File: config.mk
export PLATFORM = sky130hd
export DESIGN_NAME = obstacle_sched
export DESIGN_NICKNAME = d
export VERILOG_FILES = /design/src/rtl/obstacle_sched.sv
export SDC_FILE = /design/constraint.sdc
export NUM_CORES = 1
export LEC_CHECK = 0
export ABC_AREA = 1
export CELL_PAD_IN_SITES_DETAIL_PLACEMENT = 1
export CELL_PAD_IN_SITES_GLOBAL_PLACEMENT = 1
export CORE_UTILIZATION = 43
export CTS_BUF_LIST = sky130_fd_sc_hd__clkbuf_16
export CTS_CLUSTER_SIZE = 12
export DETAILED_ROUTE_END_ITERATION = 16
export PLACE_DENSITY_LB_ADDON = 0.1
export REMOVE_ABC_BUFFERS = 1
export SYNTH_ARGS = -nofsm -noshare
export SYNTH_HDL_FRONTEND = slang
export SYNTH_SLANG_ARGS = --single-unit
File: constraint.sdc
create_clock -name clk -period 5.48 [get_ports clk]
set_input_delay 0.548 -clock clk [delete_from_list [all_inputs] [get_ports clk]]
set_output_delay 0.548 -clock clk [all_outputs]
set_load 0.01 [all_outputs]
File: src/rtl/obstacle_sched.sv
// obstacle_sched: schedules Dino-track obstacles. Spawns them into free slots
// after a gap, advances them one movement step every STEP_DIV clocks at a
// level-dependent speed, and retires them at TRACK_END.
//
// Optional feature macro: OBS_LFSR_EN
//   defined     -> gap reload = MIN_GAP + LFSR[5:0] (8-bit LFSR, taps 8,6,5,4)
//   not defined -> no LFSR, gap reload = MIN_GAP + 32
//
// Ports:
//   clk       master clock
//   clr       synchronous active-high reset, overrides run/halt
//   run       game running; low clears the track
//   halt      game over; freezes the track while run is high
//   level     speed level, an advancing slot moves 1+level per step
//   obs_pos   packed slot positions, slot i at [9i+8:9i]
//   obs_valid slot active flags
//   hit_zone  some valid slot lies in HIT_LO..HIT_HI (from registered state)
//   passed    one-cycle pulse on a step that retired at least one obstacle
//   step      one-cycle pulse on each movement step
module obstacle_sched #(
    parameter int unsigned NUM_OBS   = 3,
    parameter int unsigned STEP_DIV  = 50000,
    parameter int unsigned TRACK_END = 480,
    parameter int unsigned HIT_LO    = 401,
    parameter int unsigned HIT_HI    = 469,
    parameter int unsigned MIN_GAP   = 40,
    parameter logic [7:0]  LFSR_SEED = 8'hA5
) (
    input  logic                   clk,
    input  logic                   clr,
    input  logic                   run,
    input  logic                   halt,
    input  logic [1:0]             level,
    output logic [9*NUM_OBS-1:0]   obs_pos,
    output logic [NUM_OBS-1:0]     obs_valid,
    output logic                   hit_zone,
    output logic                   passed,
    output logic                   step
);

    localparam int unsigned PW  = 9;
    localparam int unsigned GW  = 9;
    localparam int unsigned PSW = (STEP_DIV > 2) ? $clog2(STEP_DIV) : 1;
    localparam int unsigned IW  = (NUM_OBS > 1) ? $clog2(NUM_OBS) : 1;

    logic [NUM_OBS-1:0][PW-1:0] pos_q, pos_n;
    logic [NUM_OBS-1:0]         valid_q, valid_n;
    logic [PSW-1:0]             presc_q, presc_n;
    logic [GW-1:0]              gap_q, gap_n;
    logic                       step_q, step_n;
    logic                       passed_q, passed_n;

    logic [PW-1:0]              adv;
    logic [GW-1:0]              gap_dec;
    logic [GW-1:0]              reload;
    logic                       free_found;
    logic [IW-1:0]              free_idx;
    logic                       hit;

`ifdef OBS_LFSR_EN
    logic [7:0] lfsr_q, lfsr_n;
    assign reload = GW'(MIN_GAP) + GW'(lfsr_q[5:0]);
`else
    assign reload = GW'(MIN_GAP + 32);
`endif

    // Lowest-index slot that was free before this step.
    always_comb begin
        free_found = 1'b0;
        free_idx   = '0;
        for (int i = NUM_OBS - 1; i >= 0; i--) begin
            if (!valid_q[i]) begin
                free_found = 1'b1;
                free_idx   = IW'(i);
            end
        end
    end

    // Next-state: mode selection, prescaler, advance/retire/gap/spawn.
    always_comb begin
        pos_n    = pos_q;
        valid_n  = valid_q;
        presc_n  = presc_q;
        gap_n    = gap_q;
        step_n   = 1'b0;
        passed_n = 1'b0;
        adv      = '0;
        gap_dec  = '0;
`ifdef OBS_LFSR_EN
        lfsr_n   = lfsr_q;
`endif
        if (!run) begin
            pos_n   = '0;
            valid_n = '0;
            presc_n = '0;
            gap_n   = GW'(MIN_GAP);
        end else if (!halt) begin
            if (presc_q == PSW'(STEP_DIV - 1)) begin
                presc_n = '0;
                step_n  = 1'b1;
                for (int i = 0; i < NUM_OBS; i++) begin
                    if (valid_q[i]) begin
                        adv = pos_q[i] + PW'(1) + PW'(level);
                        if (adv >= PW'(TRACK_END)) begin
                            valid_n[i] = 1'b0;
                            pos_n[i]   = '0;
                            passed_n   = 1'b1;
                        end else begin
                            pos_n[i] = adv;
                        end
                    end
                end
                // Spawn fires on the step the gap count reaches zero, so
                // consecutive spawns are exactly 'reload' steps apart.
                gap_dec = (gap_q != '0) ? gap_q - GW'(1) : '0;
                gap_n   = gap_dec;
                if (gap_dec == '0 && free_found) begin
                    valid_n[free_idx] = 1'b1;
                    pos_n[free_idx]   = '0;
                    gap_n             = reload;
`ifdef OBS_LFSR_EN
                    lfsr_n = {lfsr_q[6:0], lfsr_q[7] ^ lfsr_q[5] ^ lfsr_q[4] ^ lfsr_q[3]};
`endif
                end
            end else begin
                presc_n = presc_q + PSW'(1);
            end
        end
    end

    // State registers.
    always_ff @(posedge clk) begin
        if (clr) begin
            pos_q    <= '0;
            valid_q  <= '0;
            presc_q  <= '0;
            gap_q    <= GW'(MIN_GAP);
            step_q   <= 1'b0;
            passed_q <= 1'b0;
        end else begin
            pos_q    <= pos_n;
            valid_q  <= valid_n;
            presc_q  <= presc_n;
            gap_q    <= gap_n;
            step_q   <= step_n;
            passed_q <= passed_n;
        end
    end

`ifdef OBS_LFSR_EN
    // LFSR holds outside spawns, including while idle.
    always_ff @(posedge clk) begin
        if (clr) lfsr_q <= LFSR_SEED;
        else     lfsr_q <= lfsr_n;
    end
`endif

    // Collision zone flag from registered slots.
    always_comb begin
        hit = 1'b0;
        for (int i = 0; i < NUM_OBS; i++) begin
            if (valid_q[i] && pos_q[i] >= PW'(HIT_LO) && pos_q[i] <= PW'(HIT_HI))
                hit = 1'b1;
        end
    end

    assign obs_pos   = pos_q;
    assign obs_valid = valid_q;
    assign hit_zone  = hit;
    assign passed    = passed_q;
    assign step      = step_q;

endmodule

; ---- Yosys cells after proc, flatten, opt, wreduce, memory -nomap -nowiden
; Index checks and enable logic that the tools add are counted.
; Widths: inputs -> output; s select.
[op_classes]
addsub = 8
magnitude_cmp = 11
n_eq_ne = 1
n_mux = 55
bitwise_logic = 6
reduce_logical = 14
[ops]
columns = cell, count
row1 = $mux 9, 18
row2 = $ge 9x9->1 const B, 6
row3 = $mux 1, 29
row4 = $add 9x1->9 const B, 3
row5 = $add 9x2->9, 3
row6 = $and 27x27->27, 1
row7 = $le 9x9->1 const B, 3
row8 = $mux 27, 1
row9 = $not 27->27, 1
row10 = $demux 9 s2, 1
row11 = $add 16x1->16 const B, 1
row12 = $eq 16x16->1 const B, 1
row13 = $mux 16, 1
row14 = $logic_not 9->1, 1
row15 = $reduce_bool 9->1, 1
row16 = $sub 9x1->9 const B, 1
row17 = $logic_and 1x1->1, 8
row18 = $mux 2, 3
row19 = $reduce_or 4->1, 1
row20 = $lt 2x3->1 const B, 1
row21 = $mux 3, 1
row22 = $not 1->1, 3
row23 = $or 3x3->3, 1
row24 = $reduce_or 3->1, 1
row25 = 4 further kinds, 4
[totals]
register_bits = 57
inputBits = 6
output_inout_bits = 33
word_cells = 103

; ---- Depth between registers and ports, before layout
[logic_depth]
ltp_word = 10
ltp_mapped = 15
mapped_depth_nobuf = 15

; ---- Worst setup path after synthesis
; OpenSTA, ideal clock, no wires.
[synth_path]
path_kind = input -> register
startpoint = input port level[0]
endpoint = register pos_q, in the netlist obs_pos[18]
setup_time_ps = 114
arrival_ps = 2115
required_ps = 5366
slack_ps = 3251
stages = 15
path_buffers = 0
cell_sequence = inv_1 -> ha_1 -> fa_1 -> inv_1 -> nand2_1 -> nor2_1 -> nand2_1 -> nand2_1 -> nand2_1 -> nor2_1 -> nand2_1 -> nand3_1 -> nand2_1 -> nand4_1 -> nand2_1
[synth_between]
elab_chain_cells = 9
[synth_rtl]
columns = item, line_no
row1 = from (decl), 33  ; input logic [1:0] level,
row2 = $add 9x2->9 (*), 103  ; adv = pos_q[i] + PW'(1) + PW'(level);
row3 = $ge 9x9->1, 104  ; if (adv >= PW'(TRACK_END)) begin
row4 = $mux 9 (*), 104
row5 = $mux 9 (*), 102  ; if (valid_q[i]) begin
row6 = $mux 9 (*), 98  ; if (presc_q == PSW'(STEP_DIV - 1)) begin
row7 = $mux 9 (*), 97  ; end else if (!halt) begin
row8 = $mux 9 (*), 92  ; if (!run) begin
row9 = $and 27x27->27 (no line), -
row10 = $mux 27 (*), 117  ; if (gap_dec == '0 && free_found) begin
row11 = to (signal assigned), 141  ; pos_q <= pos_n;
row12 = to (decl), 46  ; logic [NUM_OBS-1:0][PW-1:0] pos_q, pos_n;
; Mark *: on every way between the ends. The rest lies on a longest branch, timed or not. The select of a mux whose other input is x is not followed.
; A chain may end at the register's enable or synchronous reset.

; ---- Final worst setup path
[layout_path]
startpoint = register valid_q[1], in the netlist obs_valid[1]
endpoint = output port hit_zone
[layout_between]
elab_chain_cells = 4
[layout_rtl]
columns = item, line_no
row1 = from (decl), 47  ; logic [NUM_OBS-1:0] valid_q, valid_n;
row2 = from (signal assigned), 142  ; valid_q <= valid_n;
row3 = $logic_and 1x1->1 (2 in a row), 162  ; if (valid_q[i] && pos_q[i] >= PW'(HIT_LO) && pos_q[i] <= PW'(HIT_HI))
row4 = $mux 1 (2 in a row), 162
row5 = to (decl), 36  ; output logic hit_zone,
; Every way passes these cells.

==> out/qor.txt <==
status - finished, final reports clean
Leak - 2.009 nW
Final Hold Fails - 0
final setup fails - 0
wire per inst - 15.81 um
TritonCTS clock tree - yes
num rows - 33
vias in the first global route - 3,946
fin crit period - 3.316 ns
Initial Utilization - 44.96%
post-synthesis sequential area ratio - 30.43%
final core occ - 54.01%
io pins - 39
1st-iter DRT viols - 171
synthesized instance count - 594
pin count of the biggest net entering global routing - 37
maximum clock path buffer count - 2
DRC - 0
asr flop ratio synth - 0%
die area - 9098 um2
Mapped Area - 3750 um2
R2R Setup Slk - 2.90 ns
unrepaired setup endpoints after global routing - no
reg2reg start - obs_pos[18]
GRT Util Overall - 27.10%
CTS sink cnt - 57
GPL Wtd Cong - 0.8374
clock skew - 0.007110 ns
Max-slew headroom - 39.77%
post-route total power - 1.039 mW
CTS Buf Count - 9
worst hold path type - register to register
# placed instances - 724
WL final - 11,700 um
#FFs+latches synth - 57
VDD IR-drop max - 0.0001684 V
critical path class - register to output pin
ant diodes - 0
die height - 95.39 um
Remaining Overflow, GRT - 0
Post-CTS Repair Setup Buffers - 0
post-route insts no fill - 740
first-pass GRT wire length - 19,010 um
initial antenna violation count - 0
EDFF count, synth - 0
Crit Path Max Fanout - 16
setup ws final - 2.164 ns
WP data required - 4.93 ns
core area - 8341 um2
reg2reg path depth - 15
synth warn - 0
post-DP HPWL - 8240 um
final max-slew violation count - 0
CP Capture Type - output pin
Worst-Skew Late Latency - 0.33 ns
Min-Delay Startpoint - obs_pos[0]
Via density - 5.400
max_cap viols - 0
CTS clock-pin slew for the worst setup and hold paths - 0.05 ns
Distinct cells, synth - 40
Die X - 95.39 um
Worst EP arrival - 2.77 ns
cts repair resizes - 0
dpl ws - 2.002 ns
worst-margin pin slew - 0.9013 ns
clock root buffer - clkbuf_16
Max Freq - 301.6 MHz
crit path launch type - register
worst r2r dst - obs_pos[26]
Final Cycle Share - 60.51%
ANT nets after route - 0
Hold-fix buffers, CTS - 0
synthesized area per cell - 6.313 um2
htree depth - 3
pwr dens - 230.7 nW/um2
setup TNS - 0 ns
PortBufs - 38
DR pass1 iterations - 4
Primary FF master, synth - dfxtp_1
critical path launch point - obs_valid[1]
nets - 648
share of layout cells above drive strength 1 - 7.559%
vias post-DR - 3,996
CP Capture Point - hit_zone
Area Overhead vs Synth - 20.12%
## how the worst min path moves through the flow
stage                   to  slack (ns)  cells past startpoint
4_1_cts         obs_pos[0]        0.47                      2
3_3_place_gp    obs_pos[0]        0.46                      2
5_1_grt         obs_pos[0]        0.49                      2
6_report        obs_pos[0]        0.47                      2
3_5_place_dp    obs_pos[0]        0.46                      2
2_1_floorplan  presc_q[15]        0.46                      2
## flip-flops by register name, summed over array words and instances (netlist names)
register / flops
passed: 1
obs_valid: 3
step: 1
obs_pos: 27
presc_q: 16
gap_q: 9
## layout make-up
| type | instances | area, um2 |
|---|---|---|
| Multi-Input combinational cell | 433 | 2200 |
| Timing Repair Buffer | 38 | 380.4 |
| Sequential cell | 57 | 1141 |
| Clock inverter | 7 | 85.08 |
| Fill cell | 1145 | 3836 |
| Tap cell | 105 | 131.4 |
| Clock buffer | 9 | 225.2 |
| Inverter | 91 | 341.6 |
## cell usage in the layout (no fill, tap or decap), types with 4 or more instances in the layout
master | synthesis | final
nor3_1 | 7 | 7
clkbuf_16 | 0 | 9
dfxtp_1 | 57 | 57
nor2_4 | 5 | 5
clkdlybuf4s50_1 | 0 | 38
o21ai_1 | 5 | 5
nand3_1 | 65 | 65
nand3_2 | 5 | 5
inv_2 | 8 | 8
inv_1 | 81 | 81
a31oi_1 | 5 | 5
clkinv_1 | 2 | 4
nor2_1 | 47 | 47
nand4_1 | 27 | 27
ha_1 | 9 | 9
a21oi_1 | 21 | 21
xor2_1 | 6 | 6
o22ai_1 | 4 | 4
o21ai_0 | 18 | 18
nand2_1 | 179 | 179
nor2_2 | 7 | 7
## per-layer routing
layer | GRT usage, % | vias up | wire length, um
met4 | 10.07 | 0 | 221
met1 | 33.85 | 1925 | 5361
met3 | 4.226 | 16 | 271
met2 | 46.79 | 52 | 5849
met5 | 0 | - | 0
li1 | - | 2003 | -
## through the flow
step | cell area [um2] | hold slack [ns]
global route | 4504 | 0.4950
floorplan | 3682 | 0.4553
detailed placement | 4194 | 0.4610
global placement | 4194 | 0.4584
CTS | 4504 | 0.4745
finish | 4504 | 0.4668
## cell usage after synthesis, types with 3 or more instances
library cell / n / area share (%)
nand3_1: 65 / 8.7
nor2_1: 47 / 4.7
nand4_1: 27 / 4.5
fa_1: 3 / 1.6
buf_2: 6 / 0.80
o21ai_0: 18 / 2.4
a31oi_1: 5 / 0.83
nand2_2: 3 / 0.50
dfxtp_1: 57 / 30
a21oi_1: 21 / 2.8
nor2_2: 7 / 1.2
nand2_1: 179 / 18
o22ai_1: 4 / 0.67
xor2_1: 6 / 1.4
nand3_2: 5 / 1.3
inv_1: 81 / 8.1
nor3_1: 7 / 0.93
inv_2: 8 / 0.80
ha_1: 9 / 3.0
clkbuf_1: 4 / 0.40
nor2_4: 5 / 1.5
o21ai_1: 5 / 0.67
## critical path, stage by stage (launching register included)
cell and delay, ns:
dfxtp_1 0.72, clkinv_1 0.48, nor3_1 0.28, nand3_1 0.19, o311ai_0 0.16, clkdlybuf4s50_1 0.60
## power breakdown
part	leakage, nW	switching [mW]	internal, mW	total [mW]
sequential	0.459	0.000506	0.415	0.416
combinational	1.40	0.0206	0.00941	0.0300
clock	0.150	0.201	0.393	0.593
## logic make-up after synthesis
group | share of synthesized area [%]
flops | 30.43
fa+ha+maj | 4.605
compound gates | 9.576
xor+xnor | 1.401
simple gates | 43.08
buf+inv | 10.91
Power figures use the tool's default switching activity.
==> patch 1, RTL diff (config.mk and constraints unchanged) <==
Register the output `obs_pos` once more, without a reset; this adds one clock of latency there. The other outputs are not delayed to match.
--- a/src/rtl/obstacle_sched.sv
+++ b/src/rtl/obstacle_sched.sv
@@ -164,7 +164,9 @@
         end
     end
 
-    assign obs_pos   = pos_q;
+    always_ff @(posedge clk) begin
+        obs_pos <= pos_q;
+    end
     assign obs_valid = valid_q;
     assign hit_zone  = hit;
     assign passed    = passed_q;
Check against the original RTL: same outputs for any inputs over 10 cycles, from zero or initial values; that may be too few to reach the edited logic, so the function may still have changed.
==> patch 1 against the original RTL <==
  * Area after synthesis increased by 18%
  * Final cell count grew 13%
  * Total power up 17%
  * Wire length grew 15%
  * Worst setup slack better by 0.55 ns
  * Via count increased by 13%
  * Sequential cell count rose by 27
  * Design area increased by 15%
  * Largest cell class unchanged
==> patch 1: results (changes against the original RTL) <==
metric,value,unit,change
area of placed instances,4890,sq um,+17%
Max stage delay on crit path,0.67,ns,-0.05 ns
fill cell count,1321,,+15%
largest net degree at the start of global routing,36,,-2.7%
run status,"finished, final reports clean",,
first-pass GRT wire length,21800,um,+15%
Cells after DPL,823,,+14%
Max Fanout on Critical Path,14,,-2
sequential area share after synthesis,0.381,,+0.0762
HPWL after DPL,9500,um,+15%
Hold Crit Start,pos_q[26],,
vias in the first global route,4654,,+18%
met3 wire len,466,um,+72%
routed length per instance,16.0,um,+1.3%
sw power,0.291,mW,+31%
Reg2Reg Depth,13,,-2
Worst slew margin,0.253,,-0.145
Clock Power,0.575,mW,-3%
Clock Pin Slew Worst Setup and Hold Paths,0.07,ns,+0.02 ns
clock power share,0.472,,-0.099
Leakage Power,2.15,nW,+7.2%
Place WS,2.40,ns,+0.399 ns
sequential power,0.612,mW,+47%
maximum VDD drop,0.198,mV,+18%
GR Layer Usage met2,0.482,,+0.0141
cell count after synthesis,670,,+13%
M1 WL,5940,um,+11%
vias after detailed routing,4508,,+13%
Worst EP arrival,2.22,ns,-0.55 ns
"Distinct cells, synth",32,,-20%
[patch 1: cell count changes after synthesis, moves of 7 or more]
cell,unedited run,this run
nor2_1,47,54
clkbuf_1,4,12
nor3_1,7,24
nand2_1,179,201
nand4_1,27,40
inv_1,81,92
dfxtp_1,57,84
[patch 1: cells by family (layout without fill, tap and decap cells)]
| group | after synthesis | in the layout | share of synthesized area |
|---|---|---|---|
| DFF | 84 | 84 | 0.381 |
| AOI/OAI and AO/OA | 52 | 52 | 0.0657 |
| adders and majority gates | 12 | 12 | 0.0391 |
| xor gates and xnor gates | 4 | 4 | 0.00793 |
| and+or+nand+nor | 401 | 401 | 0.404 |
| buffers and inverters | 117 | 153 | 0.103 |
[patch 1: area by class of cell]
| class | instances | area share |
|---|---|---|
| Multi-Input combinational cell | 469 | 0.442 |
| Sequential cell | 84 | 0.326 |
| Timing Repair Buffer | 39 | 0.0751 |
| Inverter | 98 | 0.0712 |
| Clock buffer | 9 | 0.0436 |
| Tap cell | 133 | 0.0322 |
| Clock inverter | 7 | 0.0104 |
==> patch 2, RTL diff (same settings) <==
Without the edit above. The option `OBS_LFSR_EN` is turned on by a define.
--- a/src/rtl/obstacle_sched.sv
+++ b/src/rtl/obstacle_sched.sv
@@ -17,6 +17,8 @@
 //   hit_zone  some valid slot lies in HIT_LO..HIT_HI (from registered state)
 //   passed    one-cycle pulse on a step that retired at least one obstacle
 //   step      one-cycle pulse on each movement step
+`define OBS_LFSR_EN
+
 module obstacle_sched #(
     parameter int unsigned NUM_OBS   = 3,
     parameter int unsigned STEP_DIV  = 50000,
Function: same outputs for any inputs over 10 cycles, from zero or initial values; that may be too few to reach the edited logic, so the function may still have changed.
==> patch 2 against the original RTL <==
  * Wire length rose by 7.0%
  * Area after synthesis rose by 16%
  * Worst setup slack improved by 0.59 ns
  * Sequential cell count rose by 8
  * Die area rose by 16%
  * Design area rose by 13%
  * Non-clock buffer count rose by 3
  * Total power fell by 0.46%
  * Clock power fell by 10%
  * Global-route usage fell by 1.9 points
  * Critical path depth rose by 8
  * Critical path type is now in2reg
  * Largest power group unchanged
==> patch 2: results (changes against the original RTL) <==
metric,value,unit,change
drt pass-1 iters,4,,unchanged
Num CTS Buffers,9,,unchanged
DR iter-0 viols,122,,-29%
H-tree depth,3,,unchanged
GRT Overall Usage,0.252,,-0.0188
clock latency on the worst-skew pair,0.34,ns,
GR Layer Usage met2,0.422,,-0.0458
# diodes,0,,unchanged
vias in the first global route,4265,,+8.1%
Synth Area in Compound Gates,0.0655,,-0.0302
fill cell count,1292,,+13%
largest net degree at the start of global routing,26,,-30%
layout cells sized above 1,0.0974,,+0.0218
Max Fanout on Critical Path,6,,-10
Hold Crit Class,reg2reg,,
Max stage delay on crit path,0.56,ns,-0.16 ns
final setup skew,0.00537,ns,-0.00174 ns
CTS root buf,clkbuf_16,,
number of port buffers,38,,unchanged
Nets,701,,+8.2%
post-CTS sizing,0,,unchanged
GR Util met3,0.0325,,-0.00972
synth top area cells,"dfxtp_1 (30%), nand2_1 (17%), nand3_1 (9.8%)",,
Ys Warns,0,,unchanged
initial antenna violation count,0,,unchanged
run status,"finished, final reports clean",,
drt total wl,12500,um,+7.0%
Worst EP arrival,2.96,ns,+0.19 ns
HPWL after DPL,9160,um,+11%
Synth Area in Adders,0.0397,,-0.00639
max FFs per register,27,,unchanged
Post-Synth XOR/XNOR Area,0.0422,,+0.0282
Synth top cells by count,"nand2_1 (192), nand3_1 (85), dfxtp_1 (65), inv_1 (64), nor2_1 (60)",,
post-synth top area share,0.299,,-0.00545
"Distinct cells, synth",42,,+5.0%
RePlAce Congestion,0.840,,+0.27%
sequential area share after synthesis,0.299,,-0.00545
Worst path slowest cell,clkdlybuf4s50_1,,
vias after detailed routing,4358,,+9.1%
met1 usage,0.331,,-0.00799
maximum VDD drop,0.123,mV,-27%
"Top FF cell, synth",dfxtp_1,,
mux cell area share after synthesis,0,,unchanged
first-pass GRT wire length,20800,um,+9.2%
Leakage Power,2.15,nW,+6.9%
CP top delay family,simple AND/OR/NAND/NOR gates,,
Clock Path Buffers,2,,unchanged
Clock Pin Slew Worst Setup and Hold Paths,0.06,ns,
Worst slew margin,0.562,,+0.164
Setup Buffers After CTS,0,,unchanged
asr flop ratio synth,0,,unchanged
-- patch 2: cell types whose count changed after synthesis, moves of 4 or more --
cell      delta
dfxtp_1      +8
inv_1       -17
nand2_1     +13
nand2_2      +5
nand3_1     +20
nand3_4      +4
nand3b_1     +8
nand4_1      -7
nor2_1      +13
nor2_2       -5
nor2_8       +4
o21ai_0      -8
xnor2_1      +8
xor2_1       +7
-- patch 2: path summary, 6_finish.rpt --
path / slack [ns] / start / endpoint / cells past startpoint
max: 2.75 / level[1] / obs_pos[9] / 13
min: 0.46 / lfsr_q[0] / lfsr_q[0] / 2
max reg2reg: 3.05 / obs_pos[0] / obs_pos[8] / 13
min reg2reg: 0.46 / lfsr_q[0] / lfsr_q[0] / 2
-- patch 2: logic make-up (layout without fill, tap and decap cells) --
group,after synthesis,count (layout)
AO/OA/AOI/OAI,48,48
AND/OR/NAND/NOR,409,409
XOR/XNOR,21,21
buffers and inverters,92,133
flip-flops,65,65
adder cells (fa/ha/maj),12,12
-- patch 2: power by group --
part | total, mW | internal [mW] | switching, mW
clock network | 0.531 | 0.305 | 0.226
logic | 0.0295 | 0.0105 | 0.0191
registers | 0.474 | 0.473 | 0.000616
total | 1.03 | 0.789 | 0.246
-- patch 2: worst register-to-register path, cell delays in order (launching register included) --
cell	delay [ns]
dfxtp_1	0.40
inv_1	0.09
ha_1	0.23
fa_1	0.40
nor2_1	0.16
nand2_1	0.09
nand2_1	0.09
nand3_1	0.07
a21oi_1	0.17
nand3_1	0.19
nand2_1	0.24
nor2_1	0.07
nand3_1	0.07
nand2_1	0.05
-- patch 2: final cells by class --
type,instances,area share
Clock buffer,9,0.0442
Clock inverter,7,0.00908
Inverter,76,0.0560
Multi-Input combinational cell,490,0.524
Sequential cell,65,0.255
Tap cell,133,0.0327
Timing Repair Buffer,41,0.0791
-- patch 2: routing by layer --
layer / up-vias / share of wire
li1: 2174 / -
met1: 2088 / 0.48
met2: 76 / 0.47
met3: 20 / 0.034
met4: 0 / 0.018
met5: - / 0
-- patch 2: metrics by stage --
| stage | instance area (sq um) | util | instances | total power, mW | worst slack (ns) |
|---|---|---|---|---|---|
| final | 5100 | 0.521 | 821 | 1.03 | 2.75 |
| after global routing | 5100 | 0.521 | 821 | 1.07 | 2.52 |
| after CTS | 5100 | 0.521 | 821 | 1.05 | 2.76 |
| after detailed placement | 4820 | 0.494 | 805 | 0.514 | 2.42 |
| after global placement | 4820 | 0.494 | 805 | 0.513 | 2.47 |
| after floorplan | 4250 | - | 631 | 0.500 | 2.75 |
